**src/rtl/apb3_completer_synth_pkg.sv**
```systemverilog
// rtl/apb3_completer_synth_pkg.sv - shared types and sizing helpers for the APB3 completer
package apb3_completer_synth_pkg;

  typedef enum logic {
    IDLE   = 1'b0,
    ACCESS = 1'b1
  } state_e;

  localparam int ErrCountWidth = 8;

  // Byte-offset bits below the word index (0 for 8-bit data).
  function automatic int lsb_bits(input int data_width);
    return $clog2(data_width / 8);
  endfunction

  // Width of the word index into the register memory.
  function automatic int idx_bits(input int mem_depth);
    return $clog2(mem_depth);
  endfunction

endpackage

```
**src/rtl/apb3_completer_mem.sv**
```systemverilog
// rtl/apb3_completer_mem.sv - register array with one write port and one combinational read port
module apb3_completer_mem
  import apb3_completer_synth_pkg::*;
#(
  parameter int DataWidth = 32,
  parameter int MemDepth  = 16,
  localparam int IdxW     = idx_bits(MemDepth)
) (
  input  logic                 clk,
  input  logic                 rst_n,
  input  logic                 we,
  input  logic [IdxW-1:0]      waddr,
  input  logic [DataWidth-1:0] wdata,
  input  logic [IdxW-1:0]      raddr,
  output logic [DataWidth-1:0] rdata
);

  logic [DataWidth-1:0] mem [MemDepth];

  // Every word is cleared on reset so a reset mid-transfer leaves no stale data.
  always_ff @(posedge clk or negedge rst_n) begin
    if (!rst_n) begin
      for (int i = 0; i < MemDepth; i++) begin
        mem[i] <= '0;
      end
    end else if (we) begin
      mem[waddr] <= wdata;
    end
  end

  assign rdata = mem[raddr];

endmodule

```
**src/rtl/apb3_completer_synth.sv**
```systemverilog
// rtl/apb3_completer_synth.sv - APB3 completer with register memory, wait states and error response
module apb3_completer_synth
  import apb3_completer_synth_pkg::*;
#(
  parameter int AddressWidth = 32,
  parameter int DataWidth    = 32,
  parameter int MemDepth     = 16,
  parameter int WaitStates   = 0
) (
  input  logic                     pclk,
  input  logic                     presetn,
  input  logic [AddressWidth-1:0]  paddr,
  input  logic                     psel,
  input  logic                     penable,
  input  logic                     pwrite,
  input  logic [DataWidth-1:0]     pwdata,
  output logic                     pready,
  output logic [DataWidth-1:0]     prdata,
  output logic                     pslverr,
  output logic [ErrCountWidth-1:0] err_count
);

  localparam int Lsb      = lsb_bits(DataWidth);
  localparam int IdxW     = idx_bits(MemDepth);
  localparam int MemBytes = MemDepth * DataWidth / 8;
  localparam logic [AddressWidth-1:0] AlignMask = AddressWidth'((1 << Lsb) - 1);
  localparam logic [AddressWidth:0]   LimitAddr = (AddressWidth + 1)'(MemBytes);

  state_e               state, state_d;
  logic [3:0]           wcnt;
  logic [IdxW-1:0]      lat_idx;
  logic                 lat_write;
  logic                 lat_err;
  logic [DataWidth-1:0] lat_wdata;

  logic                 setup, tick, ready_set, complete, abort;
  logic                 setup_err, cur_err, cur_write;
  logic [IdxW-1:0]      setup_idx, rd_idx;
  logic [DataWidth-1:0] rd_data;

  assign setup_idx = paddr[Lsb +: IdxW];
  assign setup_err = (|(paddr & AlignMask)) || ({1'b0, paddr} >= LimitAddr);
  assign cur_err   = setup ? setup_err : lat_err;
  assign cur_write = setup ? pwrite    : lat_write;
  assign rd_idx    = setup ? setup_idx : lat_idx;

  // Next-state and per-edge control decode; outputs themselves are registered below.
  always_comb begin
    state_d   = state;
    setup     = 1'b0;
    tick      = 1'b0;
    ready_set = 1'b0;
    complete  = 1'b0;
    abort     = 1'b0;
    case (state)
      IDLE: begin
        // psel with penable and no prior setup is ignored.
        if (psel && !penable) begin
          setup     = 1'b1;
          state_d   = ACCESS;
          ready_set = (WaitStates == 0);
        end
      end
      ACCESS: begin
        if (!psel) begin
          abort   = 1'b1;
          state_d = IDLE;
        end else if (pready) begin
          if (penable) begin
            complete = 1'b1;
            state_d  = IDLE;
          end
        end else begin
          tick      = 1'b1;
          ready_set = (wcnt <= 4'd1);
        end
      end
      default: state_d = IDLE;
    endcase
  end

  // State register.
  always_ff @(posedge pclk or negedge presetn) begin
    if (!presetn) state <= IDLE;
    else          state <= state_d;
  end

  // Setup latches, wait counter, registered response and saturating error counter.
  always_ff @(posedge pclk or negedge presetn) begin
    if (!presetn) begin
      wcnt      <= '0;
      lat_idx   <= '0;
      lat_write <= 1'b0;
      lat_err   <= 1'b0;
      lat_wdata <= '0;
      pready    <= 1'b0;
      pslverr   <= 1'b0;
      prdata    <= '0;
      err_count <= '0;
    end else begin
      if (setup) begin
        lat_idx   <= setup_idx;
        lat_write <= pwrite;
        lat_err   <= setup_err;
        lat_wdata <= pwdata;
        wcnt      <= 4'(WaitStates);
      end else if (tick && wcnt != 4'd0) begin
        wcnt <= wcnt - 4'd1;
      end

      if (ready_set) begin
        pready  <= 1'b1;
        pslverr <= cur_err;
        prdata  <= (!cur_write && !cur_err) ? rd_data : '0;
      end else if (complete || abort) begin
        pready  <= 1'b0;
        pslverr <= 1'b0;
        prdata  <= '0;
      end

      if (complete && lat_err && err_count != {ErrCountWidth{1'b1}}) begin
        err_count <= err_count + ErrCountWidth'(1);
      end
    end
  end

  apb3_completer_mem #(
    .DataWidth (DataWidth),
    .MemDepth  (MemDepth)
  ) u_mem (
    .clk   (pclk),
    .rst_n (presetn),
    .we    (complete && lat_write && !lat_err),
    .waddr (lat_idx),
    .wdata (lat_wdata),
    .raddr (rd_idx),
    .rdata (rd_data)
  );

endmodule

```
**config.mk**
```make
export PLATFORM = sky130hd
export DESIGN_NAME = apb3_completer_synth
export DESIGN_NICKNAME = d
export VERILOG_FILES = /design/src/rtl/apb3_completer_synth_pkg.sv /design/src/rtl/apb3_completer_mem.sv /design/src/rtl/apb3_completer_synth.sv
export SDC_FILE = /design/constraint.sdc
export NUM_CORES = 1
export LEC_CHECK = 0
export CORE_ASPECT_RATIO = 1.1
export CORE_MARGIN = 8
export CORE_UTILIZATION = 55
export DETAILED_ROUTE_END_ITERATION = 6
export PLACE_DENSITY_LB_ADDON = 0.3
export RECOVER_POWER = 50
export SLEW_MARGIN = 15
export SYNTH_ARGS = -nofsm -noshare
export SYNTH_HDL_FRONTEND = slang
export SYNTH_SLANG_ARGS = --single-unit
```
**constraint.sdc**
```tcl
create_clock -name pclk -period 3.03 [get_ports pclk]
set_clock_uncertainty 0.2 [all_clocks]
set_input_delay 0.303 -clock pclk [delete_from_list [all_inputs] [get_ports pclk]]
set_output_delay 0.303 -clock pclk [all_outputs]
set_load 0.005 [all_outputs]
```
==> flow_metrics.tcl, run 1 <==
set metrics [dict create \
    status "completed" \
    grt_use_met2_pct 44.54 \
    synthesis.nets 2374 \
    nFillCells 3578 \
    async_reset_ff_share_pct 100.0 \
    crit_path_frequent_cell "buf_4" \
    die_h_um 248.0 \
    netlist_instances 2302 \
    hold_start "pwdata[5]" \
    wl_per_cell_um 23.67 \
    final-hold-violation-count 0 \
    yosysTopAreaCellShare_pct 55.50 \
    finalSetupViolCount 0 \
    r2r-start "state" \
    synth_most_common_cell "dfrtp_1" \
    synth_common_cells "dfrtp_1, mux2_2, nand2_1, nand3_1, mux2i_1" \
    slowest_delay_ns 0.57 \
    diodes 0 \
    rows 85 \
    clock.fmax_mhz 356.3 \
    postPlaceCellArea_mm2 0.03002 \
    busiest_layer "met2" \
    power.density_mw_per_mm2 578.0 \
    core-area_mm2 0.04860 \
    htree_levels 2 \
    critPathLaunch "state" \
    slew_headroom_pct 2.677 \
    worstPathArrival_ns 3.13 \
    start_kind "register" \
    cts_setup_buffers 0 \
    grtUsageTotal_pct 26.94 \
    leakage_nw 15.11 \
    cts_buffers 59 \
    ys_ff_latch 597 \
    setup_ws_ns 0.2230 \
    area_growth_pct 18.41 \
    yosys_warnings 0 \
    initial_core_util_pct 55.38 \
    synth_edf_count 0 \
    drtAntennaViolNets 0 \
    cap_violations 0 \
    clockBufferDepth 3 \
    met1_usage_pct 34.95 \
    grt_setup_unrepaired "no" \
    grt_pass1_vias 20110 \
    min_path_type "primary input to register" \
    cts_sinks 597 \
    viasPerCell 6.044 \
    die_area_mm2 0.05628 \
    syn_avg_cell_area_um2 11.69 \
    drc 0 \
    fin_area_mm2 0.03187 \
    synthTopCellsByArea "dfrtp_1, mux2_2, nand2_1" \
    clkLatencyLatePin_ns 0.62 \
    timing.hold.ws_ns 0.02010 \
    place_congestion 0.8267 \
    via_count 19030 \
    drive_above_1_share_pct 30.29 \
    cts_root_buf "clkbuf_16" \
    antenna_found_initial 0 \
    grt_util_met3_pct 5.581 \
    cts_tree "done" \
    critPathMaxFanout 20 \
    cts_resized 0 \
    layout_min_cycle_time_ns 2.807 \
    ir_drop_uv 493.7 \
    clk_pin_slew_ns 0.06 \
    place_ws_ns -0.1079 \
    drt_iter0_drc 1737 \
    fin_util_pct 65.58 \
    ys.flop_type "dfrtp_1" \
    num_io_pins 111 \
    yosysTopAreaCell "dfrtp_1" \
    grt_max_degree 91 \
    io_buffers 110 \
    maxSlewViolCount 0 \
    die_w_um 226.9 \
    total_power_w 0.01842 \
    hpwl_um 44890 \
    critPathCaptureType "register" \
    overflow 0 \
    period_share_pct 92.64 \
    slowest_stage "or3b_2" \
    wl_um 74500 \
    fin_nets 2528 \
    synth_area_mm2 0.02692 \
    critPathRequiredTime_ns 3.35 \
    worst_pin_slew_ns 1.460 \
    grt_pass1_wl_um 116900 \
    crit_path_cell_trace "or3b_2 > a21oi_4 > buf_4 > buf_4 > nand2_1 > a21oi_1 > a211oi_1 > o32ai_1" \
    ys_types 39 \
    first_pass_iters 6 \
    postCtsHoldBufs 19 \
    critical_path_class "register to register" \
    seq_area_frac_synth_pct 55.50 \
]
stage by stage:
stage                     setup TNS [ns]  cells
after detailed placement          -1.260   3028
after global routing                   0   3148
after floorplan                        0   2302
final                                  0   3148
after global placement           -0.1951   3028
after CTS                              0   3148
sequential cells by signal (all words and copies together) (netlist names):
register and count:
pready 1, lat_write 1, lat_err 1, lat_wdata 32, pslverr 1, err_count 8, prdata 32, state 1
lat_idx 4, u_mem.mem 512, wcnt 4
cell type report:
| class | count | area (µm²) | share of cell area, % |
|---|---|---|---|
| sequential | 597 | 14940 | 46.87 |
| timing repair buffer | 268 | 2893 | 9.076 |
| multi-input combinational | 1488 | 11260 | 35.33 |
| inverter | 42 | 165.2 | 0.5182 |
| tap | 652 | 815.8 | 2.560 |
| clock inverter | 14 | 87.58 | 0.2748 |
| clock buffer | 87 | 1712 | 5.370 |
final timing paths:
path	endpoint	slack, ns	cells after the start
worst min register to register	u_mem.mem[411]	0.30	1
worst max register to register	prdata[30]	0.22	8
worst max-delay path	prdata[30]	0.22	8
max in group asynchronous	u_mem.mem[305]	0.45	3
min in group asynchronous	u_mem.mem[421]	0.41	2
worst min-delay path	lat_wdata[5]	0.02	3
cell usage in the layout (no fill, tap or decap), drive strengths merged, types with 4 or more instances in the layout:
cell type / synthesis / layout
a211oi: 32 / 32
nor4: 7 / 7
nand2: 434 / 434
buf: 66 / 118
o21ai: 38 / 38
nand3: 164 / 164
mux2i: 133 / 133
dlygate4sd3: 0 / 26
inv: 42 / 45
clkinv: 0 / 10
dfrtp: 597 / 597
nor2: 20 / 20
clkdlybuf4s50: 0 / 102
mux2: 513 / 513
xnor2: 5 / 5
nand4: 4 / 4
clkbuf: 109 / 109
a21oi: 68 / 68
nor2b: 4 / 4
nor3: 4 / 4
xor2: 5 / 5
o32ai: 32 / 32
kinds of logic (layout without fill, tap and decap cells):
logic type | count (synthesis) | count (layout) | synth area share, %
compound gates | 177 | 177 | 4.165
mux | 646 | 646 | 26.41
flops | 597 | 597 | 55.50
fa+ha+maj | 3 | 3 | 0.1395
xor+xnor | 10 | 10 | 0.3254
buf+inv | 217 | 411 | 3.231
simple gates | 652 | 652 | 10.23
report_power, final:
group	internal, W	total (W)	switching [W]
Combinational	0.00108	0.00271	0.00163
Sequential	0.00826	0.00877	0.000506
Clock	0.00388	0.00694	0.00306
Total	0.0132	0.0184	0.00520
critical path, delay by kind of cell, from the launching register on:
kind	cells	cell delay, ns
AO/OA/AOI/OAI	4	0.74
buffers and inverters	2	0.61
flip-flops	1	0.49
AND/OR/NAND/NOR	2	0.67
metal layers:
| metal | vias to the layer above | wire length [µm] |
|---|---|---|
| li1 | 8287 | - |
| met1 | 9809 | 30400 |
| met2 | 736 | 36130 |
| met3 | 195 | 5228 |
| met4 | 0 | 2750 |
| met5 | - | 0 |
Power figures use the tool's default switching activity.
==> inputs of run 2 (changes only) <==
Clock period 3.03 ns to 2.9 ns, I/O delays scaled along.
==> run 2 against run 1 <==
  * The run now ends with max-capacitance violations, max-slew violations left
  * Non-clock buffer count up 22
  * Sequential power up 4.4%
  * Routed wire length down 0.73%
  * Global-route usage down 0.32 points
  * Critical path type unchanged
  * Largest cell class unchanged
==> flow_metrics.tcl, run 2 (synthesis gave the netlist of run 1 again) <==
set metrics [dict create \
    hold_start "pwdata[23]" \
    viasPerCell 5.983 \
    min_path_type "primary input to register" \
    wl_um 73960 \
    clock.fmax_mhz 365.3 \
    power.density_mw_per_mm2 612.2 \
    wirelength_met1_um 29430 \
    die_area_mm2 0.05628 \
    largest_reg_flops 512 \
    most-common-layout-cells "dfrtp_1, mux2_2, nand2_1, nand3_1, mux2i_1" \
    first_pass_iters 5 \
    drtAntennaViolNets 0 \
    ir_drop_uv 443.0 \
    drt_iter0_drc 1581 \
    rows 85 \
    cap_violations 4 \
    cts_tree "done" \
    cts_sinks 597 \
    antenna_found_initial 1 \
    clockBufferDepth 3 \
    wl_met3_um 5053 \
    overflow 0 \
    period_share_pct 94.41 \
    setup_ws_ns 0.1621 \
    top_layer_used "met4" \
    initial_core_util_pct 55.38 \
    io_buffers 110 \
    cts_setup_buffers 0 \
    critical_path_class "register to register" \
    whs_path_depth 3 \
    rr_worst_depth 9 \
    fin_area_mm2 0.03220 \
    hold_path_end "lat_wdata[23]" \
    via_count 18990 \
    grt_pass1_wl_um 115500 \
    die_h_um 248.0 \
    worst_pin_slew_ns 1.790 \
    leakage_nw 15.28 \
    clkLatencyLatePin_ns 0.62 \
    drc 0 \
    num_io_pins 111 \
    grt_setup_unrepaired "no" \
    place_congestion 0.8179 \
    maxSlewViolCount 228 \
    final-hold-violation-count 0 \
    placed_cells 3044 \
    critPathRequiredTime_ns 3.21 \
    die_w_um 226.9 \
    grt_pass1_vias 20010 \
    violations "max-capacitance violations, max-slew violations" \
    hpwl_um 45370 \
    critPathMaxFanout 16 \
    drive_above_1_share_pct 31.07 \
    area_growth_pct 19.63 \
    fin_nets 2549 \
    grtUsageTotal_pct 26.62 \
    clk_pin_slew_ns 0.06 \
    met2_length_um 36100 \
    wl_per_cell_um 23.31 \
    place_ws_ns -0.1580 \
    worst_r2r_endpoint "prdata[6]" \
    finalSetupViolCount 0 \
    start_kind "register" \
    cts_buffers 58 \
    final_common_cell "dfrtp_1" \
    fin_util_pct 66.25 \
    cts_root_buf "clkbuf_16" \
    layout_min_cycle_time_ns 2.738 \
    htree_levels 2 \
    status "complete, but fails checks" \
    slew_headroom_pct -19.34 \
    largestRegisters "u_mem.mem: 512 flops, lat_wdata: 32 flops, prdata: 32 flops" \
    core-area_mm2 0.04860 \
    r2r-start "state" \
    worstPathArrival_ns 3.04 \
    ff2ff_setup_slack_ns 0.16 \
    postPlaceCellArea_mm2 0.03014 \
    final_cells 3173 \
    cts_resized 0 \
    nFillCells 3546 \
    grt_max_degree 102 \
    max_flop_register "u_mem.mem" \
    total_power_w 0.01971 \
    critPathCaptureType "register" \
]
run 2: per-layer routing:
layer  up-vias  global-route usage [%]
met2       694                   44.88
met3       194                   3.980
met1      9757                   33.50
met4         0                   12.84
li1       8340                       -
met5         -                       0
run 2: worst max path at each step:
stage                     startpoint    endpoint  slack (ns)
after detailed placement        psel  prdata[16]       -0.16
after floorplan                state  prdata[24]        0.39
final                          state   prdata[6]        0.16
after global placement          psel  prdata[16]       -0.19
after global routing           state   prdata[6]        0.11
after CTS                      state   prdata[6]        0.20
run 2: metrics by stage:
step / TNS, ns / hold WS, ns
floorplan: 0 / -0.2056
global placement: -3.975 / 0.008588
detailed placement: -3.713 / 0.007604
CTS: 0 / 0.007520
global route: 0 / 0.04002
finish: 0 / 0.02822
run 2: layout make-up:
cell class	count	area, µm²	area share (%)
well taps	652	815.8	2.534
repair buffers	290	3082	9.571
multi-input cells	1488	11260	34.97
inverters	42	165.2	0.5129
diodes	1	2.502	0.007772
flip-flops and latches	597	14940	46.40
clock buffers	85	1757	5.456
clock inverters	18	178.9	0.5557
run 2: what timing repair did:
item,4_1_cts,5_1_grt
setup endpoints to repair,0,0
hold buffers,25,0
endpoints found under the hold margin,538,0
run 2: power breakdown:
group,leakage (nW),switching [W],internal [W]
logic,6.06,0.00170,0.00119
clock network,0.962,0.00322,0.00444
registers,8.26,0.000526,0.00863
run 2: critical path, stage by stage (launching register included):
cell and delay, ns:
dfrtp_1 0.38, buf_4 0.17, nor3b_4 0.26, buf_12 0.18
mux2i_4 0.27, buf_4 0.28, buf_12 0.21, mux2i_1 0.30
a211oi_1 0.12, o32ai_1 0.24
==> inputs of run 3 (changes only) <==
Settings changed: CAP_MARGIN set to 25.
==> results of run 3 <==
No change in the layout: final DEF, timing and power equal those of run 2.
